`config.mk`:
```
export PLATFORM = sky130hd
export DESIGN_NAME = fp16_accumulator
export DESIGN_NICKNAME = d
export VERILOG_FILES = /design/src/rtl/fp16_accumulator.sv
export SDC_FILE = /design/constraint.sdc
export NUM_CORES = 1
export LEC_CHECK = 0
export ABC_AREA = 1
export BUFFER_PORTS_ARGS = -buffer_cell sky130_fd_sc_hd__buf_2
export CAP_MARGIN = 25
export CORE_MARGIN = 2
export CORE_UTILIZATION = 30
export CTS_CLUSTER_SIZE = 16
export DETAILED_ROUTE_END_ITERATION = 10
export GPL_TIMING_DRIVEN = 1
export PLACE_DENSITY = 0.55
export SKIP_LAST_GASP = 1
export SLEW_MARGIN = 20
export SYNTH_ARGS = -nofsm -noshare
export SYNTH_HDL_FRONTEND = slang
export SYNTH_SLANG_ARGS = --single-unit
```
`constraint.sdc`:
```
create_clock -name clk -period 3.75 [get_ports clk]
set_input_delay 0.375 -clock clk [delete_from_list [all_inputs] [get_ports clk]]
set_output_delay 0.375 -clock clk [all_outputs]
set_load 0.01 [all_outputs]
```
`src/rtl/fp16_accumulator.sv`:
```
// Sums a stream of FP16 products into one FP16 result per vector, using a multi-cycle align/add/normalise FSM.
// Latency: 4 cycles per element (ACCEPT, ALIGN, ADD, NORM); the result appears 4 cycles after the last element's accept edge.
// Backpressure: din_ready is high only in ACCEPT; the result is held in DONE until dout_ready.
module fp16_accumulator #(
    parameter int CNT_W = 8
) (
    input  logic             clk,
    input  logic             rst,
    input  logic [15:0]      din,
    input  logic             din_valid,
    input  logic             din_last,
    output logic             din_ready,
    output logic [15:0]      dout,
    output logic [CNT_W-1:0] dout_count,
    output logic             dout_ovf,
    output logic             dout_valid,
    input  logic             dout_ready
);

    typedef enum logic [2:0] {ACCEPT, ALIGN, ADD, NORM, DONE} state_t;

    typedef struct packed {
        logic       sign;
        logic [4:0] exp;
        logic [9:0] frac;
    } fp16_t;

    state_t             state, state_nxt;
    fp16_t              acc, opb;
    logic               last_flag;
    logic [CNT_W-1:0]   count;
    logic               ovf;

    // Stage registers between the FSM steps
    logic               big_sign, small_sign;
    logic [4:0]         big_exp;
    logic [10:0]        big_man, small_man;
    logic [11:0]        sum;
    logic               sum_sign;
    logic [4:0]         sum_exp;

    // Align datapath: the accumulator is operand A, the captured product is operand B
    logic [10:0]        man_a, man_b;
    logic               a_big;
    logic [4:0]         exp_diff;
    logic               al_big_sign, al_small_sign;
    logic [4:0]         al_big_exp;
    logic [10:0]        al_big_man, al_small_man;

    always_comb begin
        man_a         = (acc.exp == 5'd0) ? 11'd0 : {1'b1, acc.frac};
        man_b         = (opb.exp == 5'd0) ? 11'd0 : {1'b1, opb.frac};
        a_big         = (acc.exp >= opb.exp);
        exp_diff      = a_big ? (acc.exp - opb.exp) : (opb.exp - acc.exp);
        al_big_sign   = a_big ? acc.sign : opb.sign;
        al_small_sign = a_big ? opb.sign : acc.sign;
        al_big_exp    = a_big ? acc.exp  : opb.exp;
        al_big_man    = a_big ? man_a    : man_b;
        al_small_man  = (exp_diff >= 5'd11) ? 11'd0 : ((a_big ? man_b : man_a) >> exp_diff);
    end

    // Add datapath: sign-magnitude add/subtract, exact zero is forced positive
    logic [11:0]        add_sum;
    logic               add_sign;

    always_comb begin
        if (big_sign == small_sign) begin
            add_sum  = {1'b0, big_man} + {1'b0, small_man};
            add_sign = big_sign;
        end else if (big_man >= small_man) begin
            add_sum  = {1'b0, big_man} - {1'b0, small_man};
            add_sign = big_sign;
        end else begin
            add_sum  = {1'b0, small_man} - {1'b0, big_man};
            add_sign = small_sign;
        end
        if (add_sum == 12'd0) add_sign = 1'b0;
    end

    // Normalise datapath: single-cycle leading-zero count, saturate or flush on range exit
    logic [3:0]         lzc;
    logic [10:0]        norm_man;
    logic signed [6:0]  norm_exp;
    fp16_t              norm_res;
    logic               norm_ovf;

    always_comb begin
        lzc = 4'd11;
        for (int i = 0; i < 11; i++) begin
            if (sum[i]) lzc = 4'(10 - i);
        end
        if (sum[11]) begin
            norm_man = sum[11:1];
            norm_exp = $signed({2'b00, sum_exp}) + 7'sd1;
        end else begin
            norm_man = sum[10:0] << lzc;
            norm_exp = $signed({2'b00, sum_exp}) - $signed({3'b000, lzc});
        end
        norm_ovf = 1'b0;
        if (sum == 12'd0) begin
            norm_res = '0;
        end else if (norm_exp >= 7'sd31) begin
            norm_res = '{sign: sum_sign, exp: 5'h1E, frac: 10'h3FF};
            norm_ovf = 1'b1;
        end else if (norm_exp <= 7'sd0) begin
            norm_res = '0;
        end else begin
            norm_res = '{sign: sum_sign, exp: norm_exp[4:0], frac: norm_man[9:0]};
        end
    end

    always_ff @(posedge clk) begin
        if (rst) begin
            state      <= ACCEPT;
            acc        <= '0;
            opb        <= '0;
            last_flag  <= 1'b0;
            count      <= '0;
            ovf        <= 1'b0;
            big_sign   <= 1'b0;
            small_sign <= 1'b0;
            big_exp    <= '0;
            big_man    <= '0;
            small_man  <= '0;
            sum        <= '0;
            sum_sign   <= 1'b0;
            sum_exp    <= '0;
        end else begin
            state <= state_nxt;
            case (state)
                ACCEPT: if (din_valid) begin
                    opb       <= din;
                    last_flag <= din_last;
                    if (count != {CNT_W{1'b1}}) count <= count + CNT_W'(1);
                end
                ALIGN: begin
                    big_sign   <= al_big_sign;
                    small_sign <= al_small_sign;
                    big_exp    <= al_big_exp;
                    big_man    <= al_big_man;
                    small_man  <= al_small_man;
                end
                ADD: begin
                    sum      <= add_sum;
                    sum_sign <= add_sign;
                    sum_exp  <= big_exp;
                end
                NORM: begin
                    acc <= norm_res;
                    if (norm_ovf) ovf <= 1'b1;
                end
                DONE: if (dout_ready) begin
                    acc   <= '0;
                    count <= '0;
                    ovf   <= 1'b0;
                end
                default: ;
            endcase
        end
    end

    always_comb begin
        state_nxt = state;
        case (state)
            ACCEPT:  if (din_valid) state_nxt = ALIGN;
            ALIGN:   state_nxt = ADD;
            ADD:     state_nxt = NORM;
            NORM:    state_nxt = last_flag ? DONE : ACCEPT;
            DONE:    if (dout_ready) state_nxt = ACCEPT;
            default: state_nxt = ACCEPT;
        endcase
    end

    always_comb begin
        din_ready  = (state == ACCEPT);
        dout_valid = (state == DONE);
        dout       = acc;
        dout_count = count;
        dout_ovf   = ovf;
    end

endmodule

```
Yosys cells after proc, flatten, opt, wreduce, memory -nomap -nowiden
Index checks and enable logic that the tools add are counted.
{"block": "word_totals", "ff_bits": 92, "in_bits": 21, "out_inout_bits": 27}
{"block": "op_classes", "addsub": 8, "order_cmp": 5, "eq_ne": 10, "shifts": 2, "mux": 45, "n_reduce_logical": 12}
{"op": "$mux 16", "count": 4}
{"op": "$mux 11", "count": 5}
{"op": "$mux 4", "count": 10}
{"op": "$pmux 16 s2", "count": 1}
{"op": "$logic_not 12->1", "count": 2}
{"op": "$mux 12", "count": 2}
{"op": "$mux 8", "count": 3}
{"op": "$sub 11x11->12", "count": 2}
{"op": "$pmux 8 s2", "count": 1}
{"op": "$pmux 3 s5", "count": 1}
{"op": "$add 11x11->12", "count": 1}
{"op": "$ge 11x11->1", "count": 1}
{"op": "$shl 11x4->10", "count": 1}
{"op": "$shr 11x5->11", "count": 1}
{"op": "$logic_not 5->1", "count": 2}
{"op": "$mux 1", "count": 10}
{"op": "$mux 10", "count": 1}
{"op": "$mux 5", "count": 2}
{"op": "$sub 5x5->5", "count": 2}
{"op": "$mux 3", "count": 3}
{"op": "$add 8x1->8 const B", "count": 1}
{"op": "$ne 8x8->1 const B", "count": 1}
{"op": "$ge 7x6->1 const B", "count": 1}
{"op": "$le 7x1->1 const B", "count": 1}
{"op": "other kinds (17)", "count": 23}

Depth between registers and ports, before layout
{"block": "depth", "word_depth": 18, "mapped_depth": 25, "mapped_depth_nobuf": 24}

Least setup slack after synthesis
OpenSTA, ideal clock, no wires.
{"block": "synth_path", "path_kind": "register -> register", "start": "register sum[1]", "end": "register acc (netlist bit dout[2])", "setup_ps": 128, "t_arrival_ps": 2725, "required_time_ps": 3622, "slack_ps": 898, "path_stages_with_launch": 25, "n_path_buf": 2, "period_less_slack_ps": 2852, "path_cell_list": "dfxtp_1 > inv_2 > nand2_1 > nand2_1 > nand2_1 > nand2_1 > nand2_1 > nand2_1 > nand2_1 > nand2_1 > nand2_1 > buf_2 > ha_1 > fa_1 > nor2_1 > o21ai_0 > nand3_1 > nand2_1 > xor2_1 > o21ai_1 > nand3_1 > buf_2 > nand2_1 > a21oi_1 > nor2_1"}
{"block": "synth_between", "elab_chain_cells": 17, "elab_cells_between_ends": 21}
{"element": "start, declared", "line_no": "38", "source": "logic [11:0] sum;"}
{"element": "start signal, assigned", "line_no": "144", "source": "sum <= add_sum;"}
{"element": "$mux 4 (10 in a row)", "line_no": "90", "source": "if (sum[i]) lzc = 4'(10 - i);"}
{"element": "$sub 5x4->6", "line_no": "97", "source": "norm_exp = $signed({2'b00, sum_exp}) - $signed({3'b000, lzc});"}
{"element": "$mux 7", "line_no": "92", "source": "if (sum[11]) begin"}
{"element": "$le 7x1->1", "line_no": "105", "source": "end else if (norm_exp <= 7'sd0) begin"}
{"element": "$mux 16", "line_no": "105"}
{"element": "$mux 16", "line_no": "102", "source": "end else if (norm_exp >= 7'sd31) begin"}
{"element": "$mux 16 *", "line_no": "100", "source": "if (sum == 12'd0) begin"}
{"element": "$pmux 16 s2 *", "line_no": "130", "source": "case (state)"}
{"element": "end signal, assigned", "line_no": "149", "source": "acc <= norm_res;"}
{"element": "end, declared", "line_no": "29", "source": "fp16_t acc, opb;"}
Mark *: on every way between the ends. The rest lies on a longest branch, timed or not.
A chain may end at the register's enable or synchronous reset.

Worst setup path after layout
{"block": "layout_path", "start": "register sum[9]", "end": "register acc (netlist bit dout[5])"}
{"block": "layout_between", "elab_chain_cells": 9, "elab_cells_between_ends": 13}
{"element": "$mux 4 (2 in a row)", "line_no": "90"}
{"element": "$sub 5x4->6", "line_no": "97"}
{"element": "$mux 7", "line_no": "92"}
{"element": "$le 7x1->1", "line_no": "105"}
{"element": "$mux 16", "line_no": "105"}
{"element": "$mux 16", "line_no": "102"}
{"element": "$mux 16 *", "line_no": "100"}
{"element": "$pmux 16 s2 *", "line_no": "130"}
Marked as above.

==> impl_metrics.toml <==
[grt]
use_met1 = 0.254
grt-ovfl-total = 0
busiest_layer = "met2"
met2_usage = 0.304
grt_pass1_wl_um = 39200
grt_max_degree = 42
antenna_found_initial = 0
gr-usage-all-layers = 0.184
grt_pass1_vias = 7491
met3_usage = 0.0207

[logic_synthesis]
synth_seq_area_share = 0.239
synth_nets = 1339
syn_inst = 1264
syn_area_per_cell_sq_um = 6.10
synth_cell_types = 45
ys.warnings.count = 0
synth_area_sq_um = 7710
synth_seq_cells = 92

[clocking]
htree_num_levels = 3
post_cts_buffers = 0
clk_path_buf_depth = 2
cts_tree = "yes"
clock-sinks = 92
ctsRootBufferMaster = "clkbuf_16"
cts_inserted_buffers = 9
clock_latency_ns = 0.36
clkTransAtPathRegs_ns = 0.07

[status]
status = "completed"

[drt]
routedWlPerCell_um = 15.0
drt_iter0_drc = 606
drc = 0
wl_um = 24300
ant_nets = 0
vias = 8036
viasPerCell = 4.95
dr.pass1.iters = 5

[timing]
finalSetupViolations = 0
rsz0062_at_grt = "false"
drv_slew = 0
fin_skew_ns = 0.0107
finalCritPeriodShare = 0.872
fin_crit_ns = 3.27
tightest_slew_ns = 0.737
max-slew-margin-rel = 0.506
setup_tns_ns = 0
max_freq_ghz = 0.306
hold_viol = 0

[power]
pwr-share-clk = 0.225
p_seq_frac = 0.276
intPower_mw = 2.15
p_sw_frac = 0.465
peakVddDrop_mv = 0.208
p_comb_frac = 0.498
power_mw = 4.02
p_sw_mw = 1.87
leakage_nw = 4.27
p_per_area_nw_per_um2 = 471

[placed_design]
port_buffers = 47
place_congestion = 0.921
post-dp-hpwl_um = 19100

[die]
ioPinCount = 48
die_h_um = 164
core_area_sq_um = 25200
die_area_sq_um = 27000
row_count = 58
die_w_um = 164
start_util = 0.306

[cells_and_area]
fillers = 2787
regArea_sq_um = 1840
drive_above_1_share = 0.0874
n_antenna_cell = 0
nets = 1363
layout_commonest_cell = "nand2_1"
syn_to_final_growth_pct = 10.7
multiInputGateArea_sq_um = 4880
final_cell_mix = "364 x nand2_1, 184 x inv_1, 116 x nand3_1, 106 x a21oi_1, 92 x dfxtp_1"

[worst_setup_path]
reg2reg_from = "sum[9]"
endpoint_kind = "flop"
worst_ep_required_time_ns = 3.97
critical_path_class = "flop to flop"
crit_fanout = 8
crit_start = "sum[9]"
crit_arrival_ns = 3.49
start_kind = "flop"

[min_path]
hp-start = "din_last"
hold_class = "input port to flop"

[flow_run]
drv_cap = 0
-- area by class of cell --
type                       count  area share
multi-input combinational    924       0.572
sequential                    92       0.216
inverter                     196      0.0864
tap                          330      0.0484
timing repair buffer          65      0.0434
clock buffer                   9      0.0264
clock inverter                 7     0.00748
-- registers in the layout, summed over array words and instances, names as in the netlist --
name	count
sum_exp	5
sum	12
opb	16
big_sign	1
dout	16
dout_count	8
dout_ovf	1
small_sign	1
sum_sign	1
last_flag	1
state	3
big_man	11
big_exp	5
small_man	11
-- metal layers --
layer | part of all wire | wire length (um)
met5 | 0 | 0
met3 | 0.037 | 889
met4 | 0.017 | 419
met2 | 0.46 | 11200
met1 | 0.49 | 11800
-- worst paths after layout --
check,to,slack [ns],cells past startpoint
hold reg to reg,last_flag,0.47,2
hold / removal,last_flag,0.28,3
setup reg to reg,dout[5],0.48,20
setup / recovery,dout[5],0.48,20
-- metrics by stage --
step / utilization / hold WS, ns / instances / cell area, sq um / worst slack (ns)
after detailed placement: 0.327 / 0.458 / 1607 / 8240 / 0.461
after floorplan: - / 0.441 / 1264 / 7710 / 0.898
after global placement: 0.327 / 0.459 / 1607 / 8240 / 0.534
after CTS: 0.339 / 0.274 / 1623 / 8530 / 0.444
after global routing: 0.339 / 0.304 / 1623 / 8530 / 0.0189
final: 0.339 / 0.284 / 1623 / 8530 / 0.481
-- power by group through the flow --
stage | clock (mW) | sequential, mW | combinational [mW]
2_1_floorplan | 0 | 1.11 | 1.53
3_3_place_gp | 0 | 1.13 | 1.99
3_5_place_dp | 0 | 1.13 | 1.98
4_1_cts | 0.929 | 1.11 | 1.99
5_1_grt | 0.965 | 1.12 | 2.29
6_report | 0.906 | 1.11 | 2.00
-- synth_stat cells (all sizes together) --
cell type,number,area share
nand2,376,0.19
o21a,1,0.00097
a21oi,106,0.069
nand3,117,0.076
o21bai,2,0.0019
clkinv,4,0.0021
nor4,2,0.0016
o31ai,1,0.00097
inv,192,0.094
a211oi,2,0.0019
nand4,22,0.021
mux2i,1,0.0013
nor3b,1,0.00097
o211ai,31,0.030
fa,6,0.016
buf,26,0.021
o21ai,77,0.051
dfxtp,92,0.24
clkbuf,26,0.013
nor3,12,0.0099
nor2,74,0.037
a21boi,2,0.0019
nand3b,3,0.0029
o221ai,10,0.011
xnor2,4,0.0045
a31oi,5,0.0041
a21o,2,0.0019
xor2,16,0.018
ha,48,0.078
o22ai,1,0.00081
or2,2,0.0016
-- cell families (layout without fill, tap and decap cells) --
group / Yosys count / count (layout) / synth area share
buffers and inverters: 248 / 277 / 0.129
DFF: 92 / 92 / 0.239
and+or+nand+nor: 609 / 609 / 0.338
adders and majority gates: 54 / 54 / 0.0935
xor gates and xnor gates: 20 / 20 / 0.0227
muxes: 1 / 1 / 0.00130
AOI/OAI and AO/OA: 240 / 240 / 0.176
-- critical path, stage by stage (launching register included) --
cell	delay (ns)
dfxtp_1	0.35
nor2_1	0.19
inv_1	0.08
nor2_1	0.10
inv_1	0.14
nor2_1	0.33
inv_1	0.14
ha_1	0.35
inv_1	0.07
nor2_1	0.03
o21ai_0	0.13
nand3_1	0.09
nand2_1	0.10
xor2_1	0.22
nand3_1	0.09
nand2_1	0.09
nand2_1	0.09
nand2_1	0.24
a21oi_1	0.07
a21oi_1	0.16
nor2_1	0.07
-- timing repair --
action,4_1_cts,5_1_grt
setup endpoints to repair,0,5
hold buffers,0,0
resized for setup,0,1
endpoints found under the hold margin,0,0
No activity file was read; power rests on OpenSTA's default activity.
